File: src/rtl/fifo_rptr_empty_ctrl.sv
// Read-side pointer/empty controller for a gray-pointer FIFO (2-flop wptr sync, rbin/rgray, empty, occupancy).
// Optional build macro FIFO_ALMOST_EMPTY_EN adds AE_THRESH and a registered ralmost_empty output.
module fifo_rptr_empty_ctrl #(
  parameter int ADDRSIZE  = 4
`ifdef FIFO_ALMOST_EMPTY_EN
  ,
  parameter int AE_THRESH = 2
`endif
) (
  input  logic                clk,
  input  logic                rst,
  input  logic [ADDRSIZE:0]   wptr_gray_in,
  input  logic                rinc,
  output logic [ADDRSIZE-1:0] raddr,
  output logic [ADDRSIZE:0]   rptr_gray,
  output logic                rempty,
  output logic [ADDRSIZE:0]   rcount,
  output logic                ptr_err
`ifdef FIFO_ALMOST_EMPTY_EN
  ,
  output logic                ralmost_empty
`endif
);

  localparam logic [ADDRSIZE:0] LP_DEPTH = {1'b1, {ADDRSIZE{1'b0}}};

  logic [ADDRSIZE:0] r_wq1;
  logic [ADDRSIZE:0] r_wq2;
  logic [ADDRSIZE:0] r_rbin;
  logic [ADDRSIZE:0] r_rgray;
  logic              r_empty;
  logic              r_err;

  logic [ADDRSIZE:0] w_wbin;
  logic [ADDRSIZE:0] w_rbin_next;
  logic [ADDRSIZE:0] w_rgray_next;
  logic [ADDRSIZE:0] w_rcount;
  logic              w_ren;

  // Gray-to-binary as a running XOR from the MSB down, constant indices only.
  always_comb begin
    w_wbin = '0;
    w_wbin[ADDRSIZE] = r_wq2[ADDRSIZE];
    for (int unsigned k = 0; k < ADDRSIZE; k++) begin
      w_wbin[ADDRSIZE-1-k] = w_wbin[ADDRSIZE-k] ^ r_wq2[ADDRSIZE-1-k];
    end
  end

  assign w_ren        = rinc & ~r_empty;
  assign w_rbin_next  = r_rbin + (ADDRSIZE+1)'(w_ren);
  assign w_rgray_next = w_rbin_next ^ (w_rbin_next >> 1);
  assign w_rcount     = w_wbin - r_rbin;

  always_ff @(posedge clk) begin
    if (rst) begin
      r_wq1   <= '0;
      r_wq2   <= '0;
      r_rbin  <= '0;
      r_rgray <= '0;
      r_empty <= 1'b1;
      r_err   <= 1'b0;
    end else begin
      r_wq1   <= wptr_gray_in;
      r_wq2   <= r_wq1;
      r_rbin  <= w_rbin_next;
      r_rgray <= w_rgray_next;
      r_empty <= (w_rgray_next == r_wq2);
      r_err   <= r_err | (w_rcount > LP_DEPTH);
    end
  end

  assign raddr     = r_rbin[ADDRSIZE-1:0];
  assign rptr_gray = r_rgray;
  assign rempty    = r_empty;
  assign rcount    = w_rcount;
  assign ptr_err   = r_err;

`ifdef FIFO_ALMOST_EMPTY_EN
  logic [ADDRSIZE:0] w_ae_occ;
  logic              r_ae;

  assign w_ae_occ = w_wbin - w_rbin_next;

  always_ff @(posedge clk) begin
    if (rst) begin
      r_ae <= 1'b1;
    end else begin
      r_ae <= (w_ae_occ <= (ADDRSIZE+1)'(AE_THRESH));
    end
  end

  assign ralmost_empty = r_ae;
`endif

endmodule

File: config.mk
export PLATFORM = sky130hd
export DESIGN_NAME = fifo_rptr_empty_ctrl
export DESIGN_NICKNAME = d
export VERILOG_FILES = /design/src/rtl/fifo_rptr_empty_ctrl.sv
export SDC_FILE = /design/constraint.sdc
export NUM_CORES = 1
export LEC_CHECK = 0
export BUFFER_PORTS_ARGS = -buffer_cell sky130_fd_sc_hd__buf_2
export CAP_MARGIN = 15
export CORE_MARGIN = 2
export CORE_UTILIZATION = 47
export CTS_CLUSTER_SIZE = 14
export DETAILED_ROUTE_END_ITERATION = 6
export GPL_ROUTABILITY_DRIVEN = 0
export PLACE_DENSITY = 0.73
export RECOVER_POWER = 100
export SYNTH_ARGS = -nofsm -noshare
export SYNTH_HDL_FRONTEND = slang
export SYNTH_SLANG_ARGS = --single-unit
File: constraint.sdc
create_clock -name clk -period 2.85 [get_ports clk]
set_input_delay 0.4275 -clock clk [delete_from_list [all_inputs] [get_ports clk]]
set_output_delay 0.4275 -clock clk [all_outputs]
set_load 0.02 [all_outputs]
## Word level (Yosys, flattened, before mapping)

Cells that the tools add are included.

| operators by class | value |
|---|---|
| $add $sub $neg | 2 |
| magnitude comparators | 1 |
| equal/unequal tests | 1 |
| bitwise logic cells | 8 |

Operators with widths:

| cell | number |
|---|---|
| adder 5 x 1 -> 5 bit | 1 |
| == test 5 bit | 1 |
| > comparator 5 bit, second input constant | 1 |
| subtractor 5 bit | 1 |
| bitwise XOR 5 x 4 -> 5 bit | 1 |
| bitwise XOR 1 bit | 4 |
| AND 1 bit | 1 |
| inverter 1 bit | 1 |
| bitwise OR 1 bit | 1 |

| word-level totals | value |
|---|---|
| register bits | 22 |
| input bits | 8 |
| output and inout bits | 16 |
| word-level logic and storage cells | 18 |

## Longest topological paths before layout

Gate-level depths: netlist of run 1.

| depth | value |
|---|---|
| depth after elaboration | 7 |
| mapped depth | 11 |
| depth with buffers taken out | 11 |

## Worst setup path after synthesis of run 1

No wires, ideal clock.

| timing | value |
|---|---|
| path kind | reg-to-output |
| start point | reg r_wq2[3] |
| end point | out rcount[4] |
| arrival time | 2.374 ns |
| required time | 2.423 ns |
| path slack | 0.048 ns |
| cell stages (with the launch flop) | 11 |
| buffers on the path | 0 |
| path through | dfxtp_1 > xor2_1 > xnor2_1 > xor2_1 > xnor2_1 > ha_1 > inv_1 > fa_1 > a21o_1 > a21oi_1 > xnor2_1 |

| on the way | value |
|---|---|
| longest elaborated chain between the ends | 5 |

RTL lines:

| what | line | RTL |
|---|---|---|
| start, declared | 28 | `logic [ADDRSIZE:0] r_wq2;` |
| start signal, assigned | 64 | `r_wq2 <= r_wq1;` |
| bitwise XOR 1 bit (*) | 45 | `w_wbin[ADDRSIZE-1-k] = w_wbin[ADDRSIZE-k] ^ r_wq2[ADDRSIZE-1-k];` |
| bitwise XOR 1 bit (3 in a row) | 45 |  |
| subtractor 5 bit (*) | 52 | `assign w_rcount = w_wbin - r_rbin;` |
| end, declared | 17 | `output logic [ADDRSIZE:0] rcount,` |

Every way passes the cells marked *; elsewhere a longest branch is shown, timed or not.

## Worst setup path in the final report of run 1

Ends and elaborated chain as after synthesis.

==> results of run 1 <==
[synth_stat cells]
cell type and n:
mux2i_1 1, o221a_2 1, a2111oi_4 1, nor2b_2 1
a21oi_1 4, a21boi_1 1, buf_6 1, fa_1 1
a31oi_1 2, nand2_1 1, nor2b_1 13, and4_2 1
and3_1 1, clkbuf_1 1, xor2_1 11, xnor2_1 11
and2_1 2, inv_1 7, and4b_4 1, a21o_1 2
o22ai_1 1, buf_4 2, dfxtp_1 21, nand3_1 3
or4_1 1, o21a_1 2, nor2_1 7, ha_1 6
and2b_2 1
[power groups by stage]
stage          sequential [mW]  clock, mW  combinational (mW)
3_3_place_gp             0.329          0               0.191
3_5_place_dp             0.331          0               0.198
2_1_floorplan            0.345          0               0.125
6_report                 0.325      0.145               0.238
5_1_grt                  0.328      0.170               0.257
4_1_cts                  0.325      0.150               0.223
[cells by family (layout without fill, tap and decap cells)]
| group | after synthesis | in the layout | share of synthesized area |
|---|---|---|---|
| adders and majority gates | 7 | 7 | 0.08776 |
| xor gates and xnor gates | 22 | 22 | 0.1778 |
| and+or+nand+nor | 32 | 32 | 0.1790 |
| muxes | 1 | 1 | 0.009238 |
| DFF | 21 | 21 | 0.3880 |
| AOI/OAI and AO/OA | 14 | 14 | 0.1062 |
| buffers and inverters | 11 | 44 | 0.05196 |
[final cells by class]
class                      count  area [µm²]
timing repair buffer          33       190.2
clock inverter                 1       5.005
sequential                    21       422.9
multi-input combinational     76       658.1
clock buffer                   3       22.52
inverter                       7       26.28
tap                           28       35.03
fill                         189       830.8
[stage by stage]
| step | utilization | setup slack [ns] | power [mW] | cell area (µm²) |
|---|---|---|---|---|
| 2_1_floorplan | - | 0.04819 | 0.4694 | 1084 |
| 3_3_place_gp | 0.5597 | 0.02181 | 0.5201 | 1226 |
| 3_5_place_dp | 0.5597 | -0.1267 | 0.5289 | 1226 |
| 4_1_cts | 0.6105 | -0.2445 | 0.6977 | 1338 |
| 5_1_grt | 0.6208 | -0.3580 | 0.7546 | 1360 |
| 6_report | 0.6208 | -0.2030 | 0.7087 | 1360 |
[routing by layer]
metal  part of all wire  routed length (µm)
met5                  0                   0
met2               0.48                 994
met1               0.43                 891
met3              0.057                 117
met4              0.028                  58
[registers in the layout, summed over array words and instances (netlist names)]
register	flops
r_wq1	5
r_wq2	5
rptr_gray	4
rempty	1
r_rbin	5
ptr_err	1
[what timing repair did]
item | CTS | global route
buffers inserted | 7 | 1
pin swaps | 8 | 4
setup endpoints to repair | 5 | 5
gates resized for setup | 12 | 7
gates cloned | 0 | 0
[final timing paths]
path         slack, ns  cells past startpoint   endpoint            start
max reg2reg       0.01                     12    ptr_err         r_wq2[3]
max              -0.20                     11  rcount[4]         r_wq2[3]
min reg2reg       0.44                      1   r_wq2[4]         r_wq1[4]
min               0.31                      2   r_wq1[0]  wptr_gray_in[0]
==> impl_metrics.toml, run 1 <==
[final_layout]
nNetsFinal = 157
layout_commonest_cell = "dfxtp_1"
drive_gt1_frac = 0.3121
num_antenna_cells = 0
stdcell_count = 169
final_cell_mix = "dfxtp_1 (19), nor2b_1 (13), buf_4 (13)"
areaGrowthSynthToFinish_pct = 25.52

[sta]
maxSlewViolCount = 0
hold_viol_final = 0
period_needed_ns = 3.053
max_freq_mhz = 327.6
fin_ws_ns = -0.2030
grt_setup_unrepaired = "true"
slew_headroom = 0.4665
whs_ns = 0.3082
setup-violations-final = 2
fin_crit_sh = 1.071
setup_tns_ns = -0.3470
clock_skew_ns = 0.009116
worst_pin_slew_ns = 0.8003

[critical_path]
crit_type = "reg2out"
crit_path_end_kind = "primary output"
crit_family = "XOR/XNOR gates"
crit_required_ns = 2.42
critPathSlowestCell = "dfxtp_2"
crit_chain = "xor2_4 > xnor2_2 > xor2_2 > xnor2_2 > ha_2 > inv_2 > fa_2 > a21o_1 > a21oi_2 > xnor2_2 > buf_4"
startpoint_type = "register"
worstPathMaxFanout = 2
crit_path_frequent_cell = "xnor2_2"
cp.arrival_ns = 2.63
crit_buf_inv = 2
critPathMaxStageDelay_ns = 0.37

[placement]
port_buffers = 23
hpwl_um = 1500
post-place-cells = 158

[run]
cap_violations = 0

[grt]
grt_max_degree = 20
grt_first_pass_wirelength_um = 3415
antenna_found_initial = 0
use_met2 = 0.3038
gr-total-overflow = 0
grt_use_met1 = 0.1935
top_usage_layer = "met2"
globalRouteTotalUtil = 0.1818
grt_pass1_vias = 799
gr-usage-met3 = 0.05172

[clock_tree]
clockBufferDepth = 2
cts_root_buffer = "clkbuf_4"
cts_buffers = 3
cts_max_level = 1
holdBufCountCts = 0
cts_tree = "yes"
numClockSinks = 21
clk_latency_ns = 0.32
clkSlewWorstSetupHoldPaths_ns = 0.12

[drt]
drc = 0
vias_per_cell = 4.799
via_count = 811
wl_per_cell_um = 12.20
drt_first_iter_violations = 7
routed_wl_um = 2062
ant_nets = 0
first_pass_iters = 4

[logic_synthesis]
synth_area_leader_cell = "dfxtp_1"
syn_area_um2 = 1084
synth_top_area_frac = 0.3880
avgSynthCellArea_um2 = 10.03
ys_seq_area_frac = 0.3880
ys_ff_latch = 21
syn-num-nets = 123
synth_cells = 108
yosys.cell_types.count = 29
yosysWarningCount = 0
synth_area_leaders = "dfxtp_1 (39%), xnor2_1 (8.9%), xor2_1 (8.9%), nor2b_1 (7.5%), ha_1 (6.9%)"

[power]
pwr-share-comb = 0.336
switching_share = 0.3232
power.leakage_nw = 0.6064
pwr-share-seq = 0.459
power_density_nw_per_um2 = 521.1
p_int_mw = 0.4796
power.share.clock = 0.205
ir_drop_mv = 0.3439
power_switching_mw = 0.2291

[die]
num_rows = 17
io_pins = 24
die_w_um = 52.02
die_h_um = 52.02
initial_utilization = 0.4946
core_area_um2 = 2191
dieArea_um2 = 2706

[min_path]
worstHoldPathType = "in2reg"

[status]
violations = "setup timing"
status = "complete, but fails checks"
No activity file was read; power rests on OpenSTA's default activity.
==> run 2: changes to the inputs <==
--- a/config.mk
+++ b/config.mk
@@ -11,3 +11,3 @@
 export CORE_UTILIZATION = 47
-export CTS_CLUSTER_SIZE = 14
+export CTS_CLUSTER_SIZE = 28
 export DETAILED_ROUTE_END_ITERATION = 6
==> constraint.sdc (replaced) <==
create_clock -name clk -period 2.85 [get_ports clk]
set_input_delay 0.1425 -clock clk [delete_from_list [all_inputs] [get_ports clk]]
set_output_delay 0.1425 -clock clk [all_outputs]
set_load 0.02 [all_outputs]
==> run 2 against run 1 <==
Compared with the run above:
- the run now ends clean
- hold slack worse by 0.26 ns
- combinational power fell by 8.8%
- final area decreased by 3.6%
- sequential power hardly changed
- first-iteration DRC count increased to 3.9 times the previous value
- utilization fell by 2.2 points
- die area is the same
- non-clock buffer count decreased by 5
- fmax rose by 8.9%
==> impl_metrics.toml, run 2 (synthesis results as in run 1) <==
[power]
ir_drop_mv = 0.3093
power.leakage_nw = 0.5712
power_density_nw_per_um2 = 520.8
finalPower_mw = 0.6829

[drt]
routed_wl_um = 1980
routed.top_layer = "met4"
first_pass_iters = 4
wl_met2_um = 1028
vias_per_cell = 4.805
wl_per_cell_um = 12.07
ant_nets = 0
via_count = 788
drt_first_iter_violations = 27
drc = 0
wl_met3_um = 103
wl_met1_um = 831

[die]
die_h_um = 52.02
dieArea_um2 = 2706
io_pins = 24
num_rows = 17
initial_utilization = 0.4946
die_w_um = 52.02
core_area_um2 = 2191

[placement]
hpwl_um = 1408
port_buffers = 23

[final_layout]
fin_util = 0.5985
num_antenna_cells = 0
drive_gt1_frac = 0.2500
top_regs = "r_rbin (5), r_wq1 (5), r_wq2 (5)"
fill_cells = 198
layout_commonest_cell = "dfxtp_1"
final_cell_mix = "dfxtp_1 (18), nor2b_1 (13), clkbuf_1 (13)"
areaGrowthSynthToFinish_pct = 21.02
nNetsFinal = 152

[sta]
period_needed_ns = 2.803
hold_viol_final = 0
grt_setup_unrepaired = "true"
slew_headroom = 0.4873
setup-violations-final = 0
setup_tns_ns = 0
fin_crit_sh = 0.9836
whs_ns = 0.04345
worst_pin_slew_ns = 0.7691
clock_skew_ns = 0.001895
max_freq_mhz = 356.7
maxSlewViolCount = 0

[min_path]
worstHoldPathType = "in2reg"

[run]
cap_violations = 0

[grt]
globalRouteTotalUtil = 0.1685
antenna_found_initial = 0
gr-total-overflow = 0
grt_max_degree = 20
grt_first_pass_wirelength_um = 3249
grt_pass1_vias = 760

[critical_path]
critPathMaxStageDelay_ns = 0.38
crit_chain = "xor2_4 > xnor2_2 > xor2_2 > xnor2_1 > ha_1 > inv_1 > fa_2 > a21o_1 > a21oi_2 > xnor2_2 > buf_4"
crit_type = "reg2out"
crit_required_ns = 2.71
startpoint_type = "register"
cp.arrival_ns = 2.66
critPathSlowestCell = "dfxtp_4"
worstPathMaxFanout = 2
crit_path_end_kind = "primary output"
crit_path_frequent_cell = "xnor2_2"

[clock_tree]
clkSlewWorstSetupHoldPaths_ns = 0.11
holdBufCountCts = 0
cts_max_level = 1
clockBufferDepth = 2
cts_root_buffer = "clkbuf_4"
cts_buffers = 3
clk_latency_ns = 0.29
cts_tree = "yes"
numClockSinks = 21

[status]
status = "completed"
[run 2: changes by cell type in the layout (fill, tap and decap cells not counted), moves of 2 or more]
cell,previous run,this run
buf_4,13,7
clkbuf_1,11,13
xnor2_1,7,9
xnor2_2,4,2
[run 2: final timing paths]
check	startpoint	endpoint	slack [ns]	cells past startpoint
worst max-delay path	r_wq2[3]	rcount[4]	0.05	11
worst min-delay path	wptr_gray_in[3]	r_wq1[3]	0.04	2
worst max register to register	r_wq2[3]	ptr_err	0.19	9
worst min register to register	r_wq1[2]	r_wq2[2]	0.45	1
[run 2: power by group]
part	switching, mW	internal (mW)	total [mW]	leakage, nW
clock	0.0866	0.0544	0.141	0.0150
sequential	0.0127	0.312	0.325	0.174
combinational	0.118	0.0989	0.217	0.382
[run 2: worst max-delay path, delay by kind of cell, from the launching register on]
family          cells  cell delay [ns]
xor+xnor            5             0.91
compound gates      2             0.34
flops               1             0.38
buf+inv             2             0.23
fa+ha+maj           2             0.51
[run 2: final cells by class]
class                      instances  area, µm²  area share
multi-input combinational         76      654.4      0.4990
timing repair buffer              28      142.6      0.1088
tap                               28      35.03     0.02672
inverter                           7      26.28     0.02004
sequential                        21      426.7      0.3254
clock buffer                       4      26.28     0.02004
[run 2: stage by stage]
step	instance area (µm²)	cells	setup slack [ns]
final	1311	164	0.04662
after floorplan	1084	108	0.05309
after global placement	1211	156	0.1962
after global routing	1311	164	-0.1128
after CTS	1272	162	0.02606
after detailed placement	1211	156	0.09491
[run 2: timing repair]
action / 4_1_cts / 5_1_grt
pin swaps: 3 / 6
setup endpoints to repair: 1 / 2
resized for setup: 5 / 8
hold endpoints to repair: 0 / 0
setup buffers: 2 / 2
[run 2: layer usage]
layer	up-vias	GRT usage
met5	-	0
met4	0	0.07895
met3	2	0.03448
met2	23	0.2869
met1	357	0.2007
li1	406	-
==> run 3: changes to the inputs <==
- ABC_CLOCK_PERIOD_IN_PS: not set -> 2700
- CORE_UTILIZATION: 47 -> 52
- PLACE_DENSITY: 0.73 -> 0.77
- clock period: 2.85 -> 2.7 ns (I/O delays scaled with it)
==> run 3 against run 2 <==
Compared with the run above:
- the flow now finishes with violations (setup timing)
- combinational power rose by 18%
- final area rose by 2.9%
- via count rose by 9.8%
- sequential power rose by 5%
- first-iteration DRC count fell by 63%
- critical path type unchanged
==> impl_metrics.toml, run 3 (synthesis results as in run 1) <==
[final_layout]
nNetsFinal = 159
areaGrowthSynthToFinish_pct = 24.48
layout_commonest_cell = "dfxtp_1"
final_cell_mix = "dfxtp_1 (19), clkbuf_1 (15), buf_4 (15)"
top_regs = "r_rbin (5), r_wq1 (5), r_wq2 (5)"
final_area_um2 = 1349
stdcell_count = 170
fill_cells = 163
num_antenna_cells = 0
drive_gt1_frac = 0.2727

[clock_tree]
numClockSinks = 21
clk_latency_ns = 0.30
cts_max_level = 1
holdBufCountCts = 0
cts_root_buffer = "clkbuf_4"
clockBufferDepth = 2
cts_buffers = 3
cts_tree = "yes"
clkSlewWorstSetupHoldPaths_ns = 0.11

[sta]
fin_ws_ns = -0.1936
fin_crit_sh = 1.072
maxSlewViolCount = 0
period_needed_ns = 2.894
max_freq_mhz = 345.6
hold_viol_final = 0
slew_headroom = 0.4903
setup_tns_ns = -0.4212
whs_ns = 0.03152
worst_pin_slew_ns = 0.7646
grt_setup_unrepaired = "true"
clock_skew_ns = 0.004335
setup-violations-final = 4

[placement]
placed_area_um2 = 1220
hpwl_um = 1434
post-place-cells = 156
port_buffers = 23
pre_cts_slack_ns = -0.003838

[drt]
drt_first_iter_violations = 10
wl_per_cell_um = 13.66
routed_wl_um = 2323
ant_nets = 0
first_pass_iters = 4
drc = 0
vias_per_cell = 5.088
via_count = 865

[critical_path]
crit_required_ns = 2.57
crit_type = "reg2out"
startpoint_type = "register"
cp.arrival_ns = 2.76
worstPathMaxFanout = 2
crit_path_end_kind = "primary output"

[grt]
grt_max_degree = 20
antenna_found_initial = 0
globalRouteTotalUtil = 0.1882
grt_pass1_vias = 850
grt_first_pass_wirelength_um = 3532
gr-total-overflow = 0

[min_path]
worstHoldPathType = "in2reg"

[die]
die_w_um = 49.65
num_rows = 16
core_area_um2 = 1962
die_h_um = 49.65
io_pins = 24
initial_utilization = 0.5523
dieArea_um2 = 2465

[power]
pwr-share-comb = 0.341
switching_share = 0.3242
power.share.clock = 0.203
p_int_mw = 0.5053
pwr-share-seq = 0.456
power_switching_mw = 0.2424
power.leakage_nw = 0.5929
power_density_nw_per_um2 = 554.3
ir_drop_mv = 0.3451

[status]
violations = "setup timing"
status = "complete, but fails checks"

[run]
cap_violations = 0
run 3: cell count changes in the layout (fill, tap and decap cells not counted), sizes merged:
cell    previous run  this run
buf               16        21
clkbuf            16        18
run 3: layout make-up:
class	instances	area, µm²	area share
well taps	27	33.78	0.02505
multi-input cells	76	639.4	0.4740
repair buffers	35	195.2	0.1447
inverters	7	26.28	0.01948
flip-flops and latches	21	427.9	0.3173
clock buffers	4	26.28	0.01948
run 3: path summary, 6_finish.rpt:
| kind | start | to | slack [ns] | cells after the start |
|---|---|---|---|---|
| worst max-delay path | r_wq2[3] | rcount[4] | -0.19 | 11 |
| worst min-delay path | wptr_gray_in[1] | r_wq1[1] | 0.03 | 2 |
| worst max register to register | r_wq2[3] | ptr_err | -0.16 | 11 |
| worst min register to register | r_wq1[3] | r_wq2[3] | 0.44 | 1 |
run 3: what timing repair did:
| action | 4_1_cts | 5_1_grt |
|---|---|---|
| pin swaps | 9 | 8 |
| endpoints found under the hold margin | 0 | 0 |
| endpoints found under the setup margin | 2 | 4 |
| buffers inserted | 8 | 2 |
| resized for setup | 8 | 7 |
run 3: critical path: stages, from the launching register on:
cell and delay [ns]:
dfxtp_4 0.38, xor2_4 0.19, xnor2_2 0.18, xor2_1 0.27, xnor2_1 0.16, ha_2 0.21, inv_2 0.05, fa_2 0.35
a21o_1 0.18, a21oi_2 0.18, xnor2_2 0.14, buf_4 0.17
run 3: metal layers:
metal / wire length (µm) / track usage / share of wire / up-vias
li1: - / - / - / 422
met4: 80 / 0.08796 / 0.034 / 0
met3: 125 / 0.04242 / 0.054 / 9
met2: 1160 / 0.3289 / 0.50 / 36
met1: 957 / 0.2156 / 0.41 / 398
met5: 0 / 0 / 0 / -
run 3: power by group through the flow:
stage | Clock (mW) | Combinational (mW) | Sequential [mW]
2_1_floorplan | 0 | 0.133 | 0.364
4_1_cts | 0.157 | 0.233 | 0.341
5_1_grt | 0.174 | 0.276 | 0.345
6_report | 0.152 | 0.255 | 0.341
3_5_place_dp | 0 | 0.207 | 0.348
3_3_place_gp | 0 | 0.201 | 0.347
run 3: through the flow:
| stage | util | total power, mW |
|---|---|---|
| 3_3_place_gp | 0.6218 | 0.5481 |
| 3_5_place_dp | 0.6218 | 0.5546 |
| 6_report | 0.6875 | 0.7477 |
| 5_1_grt | 0.6875 | 0.7950 |
| 2_1_floorplan | - | 0.4971 |
| 4_1_cts | 0.6792 | 0.7314 |
